## src/rtl/trap_sequencer_if.sv

```systemverilog
// rtl/trap_sequencer_if.sv - commit/trap bundle between the memory stage, csr file, fetch and the trap sequencer
interface trap_sequencer_if;
  logic        in_valid;
  logic        in_ready;
  logic [31:0] in_pc;
  logic        in_exception;
  logic [3:0]  in_cause;
  logic        in_mret;
  logic [1:0]  in_csr_op;
  logic [11:0] in_csr_addr;
  logic [31:0] in_csr_old;
  logic [31:0] in_csr_src;
  logic        eip;
  logic        tip;
  logic        sip;
  logic [31:0] trap_vector;
  logic [31:0] mret_vector;
  logic        csr_write_enable;
  logic [11:0] csr_write_address;
  logic [31:0] csr_write_data;
  logic        retired;
  logic        traped;
  logic [31:0] ecp;
  logic        redirect_valid;
  logic [31:0] redirect_pc;
  logic        flush;

  modport master (
    output in_valid, in_pc, in_exception, in_cause, in_mret, in_csr_op,
           in_csr_addr, in_csr_old, in_csr_src, eip, tip, sip,
           trap_vector, mret_vector,
    input  in_ready, csr_write_enable, csr_write_address, csr_write_data,
           retired, traped, ecp, redirect_valid, redirect_pc, flush
  );

  modport slave (
    input  in_valid, in_pc, in_exception, in_cause, in_mret, in_csr_op,
           in_csr_addr, in_csr_old, in_csr_src, eip, tip, sip,
           trap_vector, mret_vector,
    output in_ready, csr_write_enable, csr_write_address, csr_write_data,
           retired, traped, ecp, redirect_valid, redirect_pc, flush
  );
endinterface

```

## src/rtl/trap_sequencer.sv

```systemverilog
// rtl/trap_sequencer.sv - commits instructions, sequences trap entry (mcause write, redirect, flush) and mret
module trap_sequencer #(
  parameter int unsigned FLUSH_CYCLES = 2
) (
  input logic            clk,
  input logic            reset_n,
  trap_sequencer_if.slave bus
);

  typedef enum logic [1:0] {IDLE, CAUSE, REDIRECT, FLUSH} state_t;

  localparam logic [3:0]  FLUSH_INIT = FLUSH_CYCLES[3:0];
  localparam logic [11:0] MCAUSE     = 12'h342;

  state_t      state, state_d;
  logic [3:0]  cnt, cnt_d;
  logic        cause_int, cause_int_d;
  logic [3:0]  cause_code, cause_code_d;

  logic        in_ready_q, in_ready_d;
  logic        csr_we_q, csr_we_d;
  logic [11:0] csr_addr_q, csr_addr_d;
  logic [31:0] csr_data_q, csr_data_d;
  logic        retired_q, retired_d;
  logic        traped_q, traped_d;
  logic [31:0] ecp_q, ecp_d;
  logic        rv_q, rv_d;
  logic [31:0] rpc_q, rpc_d;
  logic        flush_q, flush_d;

  logic        accept;
  logic        irq;

  assign accept = bus.in_valid & in_ready_q;
  assign irq    = bus.eip | bus.tip | bus.sip;

  always_comb begin
    state_d      = state;
    cnt_d        = cnt;
    cause_int_d  = cause_int;
    cause_code_d = cause_code;
    csr_we_d     = 1'b0;
    csr_addr_d   = 12'h000;
    csr_data_d   = 32'h0;
    retired_d    = 1'b0;
    traped_d     = 1'b0;
    ecp_d        = 32'h0;
    rv_d         = 1'b0;
    rpc_d        = 32'h0;
    flush_d      = 1'b0;

    case (state)
      IDLE: begin
        if (accept) begin
          if (irq) begin
            traped_d    = 1'b1;
            ecp_d       = bus.in_pc;
            cause_int_d = 1'b1;
            if (bus.eip)      cause_code_d = 4'd11;
            else if (bus.sip) cause_code_d = 4'd3;
            else              cause_code_d = 4'd7;
            state_d     = CAUSE;
          end else if (bus.in_exception) begin
            traped_d     = 1'b1;
            ecp_d        = bus.in_pc;
            cause_int_d  = 1'b0;
            cause_code_d = bus.in_cause;
            state_d      = CAUSE;
          end else if (bus.in_mret) begin
            retired_d = 1'b1;
            rv_d      = 1'b1;
            rpc_d     = bus.mret_vector;
            cnt_d     = FLUSH_INIT;
            state_d   = FLUSH;
          end else begin
            retired_d = 1'b1;
            // set/clear with a zero mask leave the csr untouched, so no write strobe
            case (bus.in_csr_op)
              2'b01: begin
                csr_we_d   = 1'b1;
                csr_data_d = bus.in_csr_src;
              end
              2'b10: begin
                csr_we_d   = (bus.in_csr_src != 32'h0);
                csr_data_d = bus.in_csr_old | bus.in_csr_src;
              end
              2'b11: begin
                csr_we_d   = (bus.in_csr_src != 32'h0);
                csr_data_d = bus.in_csr_old & ~bus.in_csr_src;
              end
              default: csr_we_d = 1'b0;
            endcase
            if (csr_we_d) csr_addr_d = bus.in_csr_addr;
            else          csr_data_d = 32'h0;
          end
        end
      end
      CAUSE: begin
        csr_we_d   = 1'b1;
        csr_addr_d = MCAUSE;
        csr_data_d = {cause_int, 27'b0, cause_code};
        state_d    = REDIRECT;
      end
      REDIRECT: begin
        rv_d    = 1'b1;
        rpc_d   = bus.trap_vector;
        cnt_d   = FLUSH_INIT;
        state_d = FLUSH;
      end
      FLUSH: begin
        // first FLUSH cycle shows redirect_valid; flush follows for FLUSH_CYCLES cycles
        if (cnt != 4'd0) begin
          flush_d = 1'b1;
          cnt_d   = cnt - 4'd1;
        end else begin
          state_d = IDLE;
        end
      end
      default: state_d = IDLE;
    endcase

    in_ready_d = (state_d == IDLE) || (state_d == FLUSH);
  end

  always_ff @(posedge clk or negedge reset_n) begin
    if (!reset_n) begin
      state      <= IDLE;
      cnt        <= 4'd0;
      cause_int  <= 1'b0;
      cause_code <= 4'd0;
      in_ready_q <= 1'b0;
      csr_we_q   <= 1'b0;
      csr_addr_q <= 12'h000;
      csr_data_q <= 32'h0;
      retired_q  <= 1'b0;
      traped_q   <= 1'b0;
      ecp_q      <= 32'h0;
      rv_q       <= 1'b0;
      rpc_q      <= 32'h0;
      flush_q    <= 1'b0;
    end else begin
      state      <= state_d;
      cnt        <= cnt_d;
      cause_int  <= cause_int_d;
      cause_code <= cause_code_d;
      in_ready_q <= in_ready_d;
      csr_we_q   <= csr_we_d;
      csr_addr_q <= csr_addr_d;
      csr_data_q <= csr_data_d;
      retired_q  <= retired_d;
      traped_q   <= traped_d;
      ecp_q      <= ecp_d;
      rv_q       <= rv_d;
      rpc_q      <= rpc_d;
      flush_q    <= flush_d;
    end
  end

  assign bus.in_ready          = in_ready_q;
  assign bus.csr_write_enable  = csr_we_q;
  assign bus.csr_write_address = csr_addr_q;
  assign bus.csr_write_data    = csr_data_q;
  assign bus.retired           = retired_q;
  assign bus.traped            = traped_q;
  assign bus.ecp               = ecp_q;
  assign bus.redirect_valid    = rv_q;
  assign bus.redirect_pc       = rpc_q;
  assign bus.flush             = flush_q;

endmodule

```

## src/flat_wrapper.sv

```systemverilog
// flat-port wrapper written by rule: the top's interface ports become plain ports
module trap_sequencer_flat 
#(
  parameter int unsigned FLUSH_CYCLES = 2
)
  (clk, reset_n, bus_in_valid, bus_in_pc, bus_in_exception, bus_in_cause, bus_in_mret, bus_in_csr_op, bus_in_csr_addr, bus_in_csr_old, bus_in_csr_src, bus_eip, bus_tip, bus_sip, bus_trap_vector, bus_mret_vector, bus_in_ready, bus_csr_write_enable, bus_csr_write_address, bus_csr_write_data, bus_retired, bus_traped, bus_ecp, bus_redirect_valid, bus_redirect_pc, bus_flush);
  trap_sequencer_if bus_i ();
  input logic clk;
  input logic reset_n;
  input wire logic [$bits(bus_i.in_valid)-1:0] bus_in_valid;
  input wire logic [$bits(bus_i.in_pc)-1:0] bus_in_pc;
  input wire logic [$bits(bus_i.in_exception)-1:0] bus_in_exception;
  input wire logic [$bits(bus_i.in_cause)-1:0] bus_in_cause;
  input wire logic [$bits(bus_i.in_mret)-1:0] bus_in_mret;
  input wire logic [$bits(bus_i.in_csr_op)-1:0] bus_in_csr_op;
  input wire logic [$bits(bus_i.in_csr_addr)-1:0] bus_in_csr_addr;
  input wire logic [$bits(bus_i.in_csr_old)-1:0] bus_in_csr_old;
  input wire logic [$bits(bus_i.in_csr_src)-1:0] bus_in_csr_src;
  input wire logic [$bits(bus_i.eip)-1:0] bus_eip;
  input wire logic [$bits(bus_i.tip)-1:0] bus_tip;
  input wire logic [$bits(bus_i.sip)-1:0] bus_sip;
  input wire logic [$bits(bus_i.trap_vector)-1:0] bus_trap_vector;
  input wire logic [$bits(bus_i.mret_vector)-1:0] bus_mret_vector;
  output wire logic [$bits(bus_i.in_ready)-1:0] bus_in_ready;
  output wire logic [$bits(bus_i.csr_write_enable)-1:0] bus_csr_write_enable;
  output wire logic [$bits(bus_i.csr_write_address)-1:0] bus_csr_write_address;
  output wire logic [$bits(bus_i.csr_write_data)-1:0] bus_csr_write_data;
  output wire logic [$bits(bus_i.retired)-1:0] bus_retired;
  output wire logic [$bits(bus_i.traped)-1:0] bus_traped;
  output wire logic [$bits(bus_i.ecp)-1:0] bus_ecp;
  output wire logic [$bits(bus_i.redirect_valid)-1:0] bus_redirect_valid;
  output wire logic [$bits(bus_i.redirect_pc)-1:0] bus_redirect_pc;
  output wire logic [$bits(bus_i.flush)-1:0] bus_flush;
  assign bus_i.in_valid = bus_in_valid;
  assign bus_i.in_pc = bus_in_pc;
  assign bus_i.in_exception = bus_in_exception;
  assign bus_i.in_cause = bus_in_cause;
  assign bus_i.in_mret = bus_in_mret;
  assign bus_i.in_csr_op = bus_in_csr_op;
  assign bus_i.in_csr_addr = bus_in_csr_addr;
  assign bus_i.in_csr_old = bus_in_csr_old;
  assign bus_i.in_csr_src = bus_in_csr_src;
  assign bus_i.eip = bus_eip;
  assign bus_i.tip = bus_tip;
  assign bus_i.sip = bus_sip;
  assign bus_i.trap_vector = bus_trap_vector;
  assign bus_i.mret_vector = bus_mret_vector;
  assign bus_in_ready = bus_i.in_ready;
  assign bus_csr_write_enable = bus_i.csr_write_enable;
  assign bus_csr_write_address = bus_i.csr_write_address;
  assign bus_csr_write_data = bus_i.csr_write_data;
  assign bus_retired = bus_i.retired;
  assign bus_traped = bus_i.traped;
  assign bus_ecp = bus_i.ecp;
  assign bus_redirect_valid = bus_i.redirect_valid;
  assign bus_redirect_pc = bus_i.redirect_pc;
  assign bus_flush = bus_i.flush;
  trap_sequencer #(.FLUSH_CYCLES(FLUSH_CYCLES)) u_core (.clk(clk), .reset_n(reset_n), .bus(bus_i));
endmodule
```

## config.mk

```make
export PLATFORM = sky130hd
export DESIGN_NAME = trap_sequencer_flat
export DESIGN_NICKNAME = d
export VERILOG_FILES = /design/src/rtl/trap_sequencer_if.sv /design/src/rtl/trap_sequencer.sv /design/src/flat_wrapper.sv
export SDC_FILE = /design/constraint.sdc
export NUM_CORES = 1
export LEC_CHECK = 0
export ABC_AREA = 1
export CORE_UTILIZATION = 38
export CTS_CLUSTER_SIZE = 14
export DETAILED_ROUTE_END_ITERATION = 12
export PLACE_DENSITY = 0.81
export SYNTH_ARGS = -nofsm -noshare
export SYNTH_HDL_FRONTEND = slang
export SYNTH_SLANG_ARGS = --single-unit
export TNS_END_PERCENT = 100
```

## constraint.sdc

```tcl
create_clock -name clk -period 1.9 [get_ports clk]
set_input_delay 0.475 -clock clk [delete_from_list [all_inputs] [get_ports clk]]
set_output_delay 0.475 -clock clk [all_outputs]
set_load 0.02 [all_outputs]
```

# ---- After elaboration in Yosys (flattened, before gate mapping)
# Cells that the tools add are included.
dict set report word_totals {
  register_bits 125
  in_bits 186
  elab_cells 109
}
dict set report classes {
  addsub 1
  eq_ne 12
  mux 66
  bitwise 6
  n_reduce_logical 10
}
# op count
set op_table {}
lappend op_table {{32-bit two-way mux} 13}
lappend op_table {{32-bit one-hot mux with 2 select lines} 2}
lappend op_table {{32-bit one-hot mux with 3 select lines} 1}
lappend op_table {{12-bit two-way mux} 5}
lappend op_table {{32-bit AND} 1}
lappend op_table {{4-bit two-way mux} 8}
lappend op_table {{32-bit NOT} 1}
lappend op_table {{32-bit bitwise OR} 1}
lappend op_table {{32-bit nonzero test} 1}
lappend op_table {{1-bit two-way mux} 25}
lappend op_table {{12-bit one-hot mux with 2 select lines} 1}
lappend op_table {{4-bit one-hot mux with 3 select lines} 1}
lappend op_table {{2-bit equality test (second input constant)} 5}
lappend op_table {{2-bit two-way mux} 5}
lappend op_table {{2-bit one-hot mux with 4 select lines} 1}
lappend op_table {{2-bit != test (second input constant)} 3}
lappend op_table {{1-bit one-hot mux with 2 select lines} 3}
lappend op_table {{6-bit AND reduction} 1}
lappend op_table {{2-bit by 1-bit equality test with 1-bit output (second input constant)} 2}
lappend op_table {{2-bit zero test} 2}
lappend op_table {{2-bit by 1-bit != test with 1-bit output (second input constant)} 2}
lappend op_table {{4-bit nonzero test} 1}
lappend op_table {{4-bit by 1-bit subtractor with 4-bit output (second input constant)} 1}
lappend op_table {{3-bit two-way mux} 1}
lappend op_table {{7 further kinds} 8}

# ---- Longest topological paths before layout
# Gate-level depths: netlist of run 1.
dict set report depth {
  ltp_word 14
  ltp_mapped 9
  mapped_depth_nobuf 7
}

# ---- Least setup slack after synthesis of run 1
# No wires, ideal clock.
dict set report synth_timing {
  path_kind {in2reg}
  startpoint {input port bus_in_csr_op[1]}
  endpoint {register u_core.csr_data_q[10] (netlist: u_core.bus.csr_write_data[10])}
  setup_time_ps 122
  arrival_ps 1308
  path_slack_ps 470
  stages 6
  cell_sequence {buf_6 > nor2_1 > nor2_2 > buf_4 > a22oi_1 > nor2_1}
}
dict set report synth_via {
  elab_chain_cells 14
  word_cells_on_any_way 17
  classes_between {eq/ne (3); mux (13); reduce/logical (1)}
}
# element line_no
set synth_lines {}
lappend synth_lines {{from (decl)} flat_wrapper.sv:15} ;# input wire logic [$bits(bus_i.in_csr_op)-1:0] bus_in_csr_op;
lappend synth_lines {{2-bit equality test} trap_sequencer.sv:78} ;# case (bus.in_csr_op)
lappend synth_lines {{2-bit OR reduction (no line)} n/a}
lappend synth_lines {{1-bit one-hot mux with 2 select lines} trap_sequencer.sv:78}
lappend synth_lines {{1-bit two-way mux} trap_sequencer.sv:69} ;# end else if (bus.in_mret) begin
lappend synth_lines {{1-bit two-way mux} trap_sequencer.sv:63} ;# end else if (bus.in_exception) begin
lappend synth_lines {{1-bit two-way mux} trap_sequencer.sv:55} ;# if (irq) begin
lappend synth_lines {{1-bit two-way mux} trap_sequencer.sv:54} ;# if (accept) begin
lappend synth_lines {{1-bit two-way mux} trap_sequencer.sv:52} ;# case (state)
lappend synth_lines {{32-bit two-way mux (*)} trap_sequencer.sv:93} ;# if (csr_we_d) csr_addr_d = bus.in_csr_addr;
lappend synth_lines {{32-bit two-way mux (*)} trap_sequencer.sv:69}
lappend synth_lines {{32-bit two-way mux (*)} trap_sequencer.sv:63}
lappend synth_lines {{32-bit two-way mux (*)} trap_sequencer.sv:55}
lappend synth_lines {{32-bit two-way mux (*)} trap_sequencer.sv:54}
lappend synth_lines {{32-bit one-hot mux with 2 select lines (*)} trap_sequencer.sv:52}
lappend synth_lines {{via u_core.csr_data_d[10]} trap_sequencer.sv:23} ;# logic [31:0] csr_data_q, csr_data_d;
lappend synth_lines {{to (signal assigned)} trap_sequencer.sv:149} ;# csr_data_q <= csr_data_d;
lappend synth_lines {{to (decl)} trap_sequencer.sv:23}
# Mark *: on every way through the listed nets, which the timed path passes. The rest lies on a longest branch. The select of a mux whose other input is x is not followed.
# A chain may end at the register's enable or synchronous reset.

# ---- Worst setup path in the final report of run 1
dict set report layout_timing {
  startpoint {register u_core.csr_addr_q[9] (netlist: u_core.bus.csr_write_address[9])}
  endpoint {output port bus_csr_write_address[9]}
}
# element line_no
set layout_lines {}
lappend layout_lines {{from (decl)} trap_sequencer.sv:22} ;# logic [11:0] csr_addr_q, csr_addr_d;
lappend layout_lines {{from (signal assigned)} trap_sequencer.sv:148} ;# csr_addr_q <= csr_addr_d;
lappend layout_lines {{to (decl)} flat_wrapper.sv:26} ;# output wire logic [$bits(bus_i.csr_write_address)-1:0] bus_csr_write_address;
# No word-level cell between the ends.

==> results of run 1 <==
[what timing repair did]
action / CTS / global route
pin swaps: 0 / 0
gates resized for setup: 3 / 5
hold buffers: 1 / 0
setup endpoints to repair: 3 / 6
endpoints found under the hold margin: 29 / 0
buffers inserted: 0 / 0
[cells in the mapped netlist, drive strengths merged]
cell type | count | area share
a31oi | 1 | 0.0012
nand4 | 2 | 0.0024
o21bai | 9 | 0.016
nor3b | 1 | 0.0015
o21ai | 48 | 0.047
nand3 | 7 | 0.0078
nand2 | 87 | 0.067
and2 | 1 | 0.0012
a22oi | 14 | 0.020
inv | 97 | 0.071
ha | 2 | 0.0049
nor3 | 2 | 0.0041
dfrtp | 125 | 0.61
clkinv | 3 | 0.0032
nor2 | 117 | 0.089
buf | 12 | 0.019
o211ai | 1 | 0.0015
clkbuf | 8 | 0.0058
a21oi | 19 | 0.028
xnor2 | 2 | 0.0034
[cells by family after synthesis]
group / Yosys count / synth area share
adders and majority gates: 2 / 0.004854
DFF: 125 / 0.6068
and+or+nand+nor: 217 / 0.1731
xor gates and xnor gates: 2 / 0.003399
buffers and inverters: 120 / 0.09830
AOI/OAI and AO/OA: 92 / 0.1136
[power groups by stage]
| stage | Clock, mW | Combinational, mW | Sequential, mW |
|---|---|---|---|
| 3_5_place_dp | 0 | 3.09 | 3.42 |
| 5_1_grt | 3.56 | 3.31 | 3.42 |
| 3_3_place_gp | 0 | 3.04 | 3.40 |
| 6_report | 3.40 | 3.06 | 3.38 |
| 4_1_cts | 3.44 | 3.10 | 3.38 |
| 2_1_floorplan | 0 | 0.955 | 3.89 |
[cell type report]
class,instances,share of cell area
Multi-Input combinational cell,313,0.1662
Sequential cell,125,0.3403
Clock buffer,20,0.04750
Tap cell,176,0.02396
Clock inverter,9,0.01851
Inverter,100,0.04138
Timing Repair Buffer,333,0.3622
[sequential cells by signal, indices dropped and copies added, names as in the netlist, 2 cells and up]
register and count:
u_core.bus.csr_write_data 32, u_core.bus.ecp 32, u_core.cnt 4, u_core.state 2, u_core.bus.csr_write_address 12, u_core.cause_code 4, u_core.bus.redirect_pc 32
[metal layers]
layer / wire [µm] / vias up
li1: - / 2361
met1: 6498 / 2292
met2: 8723 / 178
met3: 824 / 43
met4: 540 / 0
met5: 0 / -
[worst reg2reg max path, stage by stage, from the launching register on]
cell and delay, ns:
dfrtp_1 0.50, clkinv_4 0.11, nand2_4 0.07, nor2_8 0.11, nand4_1 0.16, buf_12 0.21
o21ai_0 0.31
[metrics by stage]
stage / area [µm²] / cells / power [mW]
2_1_floorplan: 5155 / 558 / 4.849
3_3_place_gp: 8564 / 1046 / 6.441
3_5_place_dp: 8564 / 1046 / 6.505
4_1_cts: 9178 / 1076 / 9.920
5_1_grt: 9193 / 1076 / 10.30
6_report: 9193 / 1076 / 9.839
[worst max path at each step]
stage                                                   start                                      end  slack, ns  cells after the start
detailed placement                           bus_in_csr_op[1]   u_core.bus.csr_write_data[0]$_DFF_PN0_      -0.32                      5
global placement                             bus_in_csr_op[1]   u_core.bus.csr_write_data[3]$_DFF_PN0_      -0.24                      5
CTS                                u_core.bus.flush$_DFF_PN0_                                bus_flush       0.02                      1
floorplan                                    bus_in_csr_op[1]  u_core.bus.csr_write_data[10]$_DFF_PN0_       0.47                      6
finish              u_core.bus.csr_write_address[9]$_DFF_PN0_                 bus_csr_write_address[9]       0.05                      1
global route           u_core.bus.csr_write_data[3]$_DFF_PN0_                    bus_csr_write_data[3]      0.001                      1
==> impl_metrics.env, run 1 <==
export IMPL_outcome="finished, final reports clean"
export IMPL_grt_max_degree=55
export IMPL_drc_errors=0
export IMPL_drv_slew=0
export IMPL_setup_viol=0
export IMPL_cts_made_buffers=17
export IMPL_hold_ws_ns=0.5363
export IMPL_final_util=0.6942
export IMPL_drive_above_1_share=0.09778
export IMPL_crit_arrival_ns=1.37
export IMPL_grt_pass1_vias=4925
export IMPL_rsz0062_at_grt="no"
export IMPL_timing_rr_end="u_core.bus.redirect_pc[17]$_DFF_PN0_"
export IMPL_path_class="flop to primary output"
export IMPL_hold_viol_final=0
export IMPL_internal_power_mw=6.893
export IMPL_htree_num_levels=4
export IMPL_clock_latency_ns=0.42
export IMPL_cpPeakStageDelay_ns=0.62
export IMPL_crit_path_end_kind="primary output"
export IMPL_vias=4874
export IMPL_worst_r2r_cell_count=6
export IMPL_dpl_hpwl_um=12700
export IMPL_syn_nets=746
export IMPL_cts_root_buffer="clkbuf_16"
export IMPL_fin_ws_ns=0.05091
export IMPL_ys_seq_area_frac=0.6068
export IMPL_dieArea_um2=14040
export IMPL_post_route_period_util=0.9732
export IMPL_rrSetupSlack_ns=0.32
export IMPL_multiInputGateArea_um2=1528
export IMPL_avgRoutedWirePerCell_um=15.41
export IMPL_grtUsageMet3=0.05261
export IMPL_cp_top_family="buffers and inverters"
export IMPL_worst_pin_slew_ns=0.4591
export IMPL_clock_sinks=125
export IMPL_grt_total_usage=0.2448
export IMPL_preCtsSetupSlack_ns=-0.3246
export IMPL_antenna_found_initial=0
export IMPL_maxCapViolations=0
export IMPL_die_width_um=118.5
export IMPL_required_ns=1.42
export IMPL_reg2reg_from="u_core.state[1]$_DFF_PN0_"
export IMPL_pwr_share_clk=0.346
export IMPL_comb_power_share=0.311
export IMPL_ff_latch_area_um2=3128
export IMPL_cts_max_path_buffers=2
export IMPL_skew_ns=0.01111
export IMPL_nFillCells=998
export IMPL_yosysUniqueCellTypes=32
export IMPL_final_nets=1078
export IMPL_hold_class="input port to async pin"
export IMPL_start_util=0.3893
export IMPL_worst_path_max_fanout=1
export IMPL_startpoint_type="flop"
export IMPL_io_pins=300
export IMPL_met2_usage=0.4390
export IMPL_grt_busiest_layer="met2"
export IMPL_clk_pin_slew_ns=0.05
export IMPL_grtUsageMet1=0.2759
export IMPL_swShare=0.2994
export IMPL_drt_initial_drc_count=242
export IMPL_min_period_ns=1.849
export IMPL_seqPwrFrac=0.343
export IMPL_finalWirelength_um=16590
export IMPL_worstPathCellList="clkdlybuf4s50_1"
export IMPL_place_gp_congestion=0.8500
export IMPL_crit_buf_inv=1
export IMPL_cts_tree="built"
export IMPL_setup_tns_ns=0
export IMPL_grt_pass1_wl_um=25720
export IMPL_via_per_inst=4.530
export IMPL_max_slew_margin_rel=0.6932
export IMPL_grt_overflow_total=0
export IMPL_synth_seq_cells=125
export IMPL_layout_commonest_cell="clkdlybuf4s50_1"
export IMPL_synth_warnings=0
export IMPL_ant_nets=0
export IMPL_max_freq_mhz=540.8
export IMPL_leakagePower_nw=4.509
export IMPL_syn_to_final_growth_pct=78.33
export IMPL_antenna_cells=0
export IMPL_syn_area_per_cell_um2=9.238
export IMPL_final_cell_mix="291 x clkdlybuf4s50_1, 125 x dfrtp_1, 113 x nor2_1"
export IMPL_syn_inst=558
export IMPL_peakVddDrop_mv=0.6098
export IMPL_cellPowerDensity_nw_per_um2=1070
export IMPL_slowest_stage="clkdlybuf4s50_1"
export IMPL_power_switching_mw=2.946
export IMPL_syn_area_um2=5155
export IMPL_drt_pass1_iter_count=4
export IMPL_row_count=42
export IMPL_core_area_um2=13240
export IMPL_die_y_um=118.5
export IMPL_io_buffers=299
No activity file was read; power rests on OpenSTA's default activity.
==> run 2: changes to the inputs <==
ABC_CLOCK_PERIOD_IN_PS = 1900   (was unset)
CTS_CLUSTER_DIAMETER = 120   (was unset)
==> results of run 2 <==
No change in the layout: final DEF, timing and power equal those of run 1.
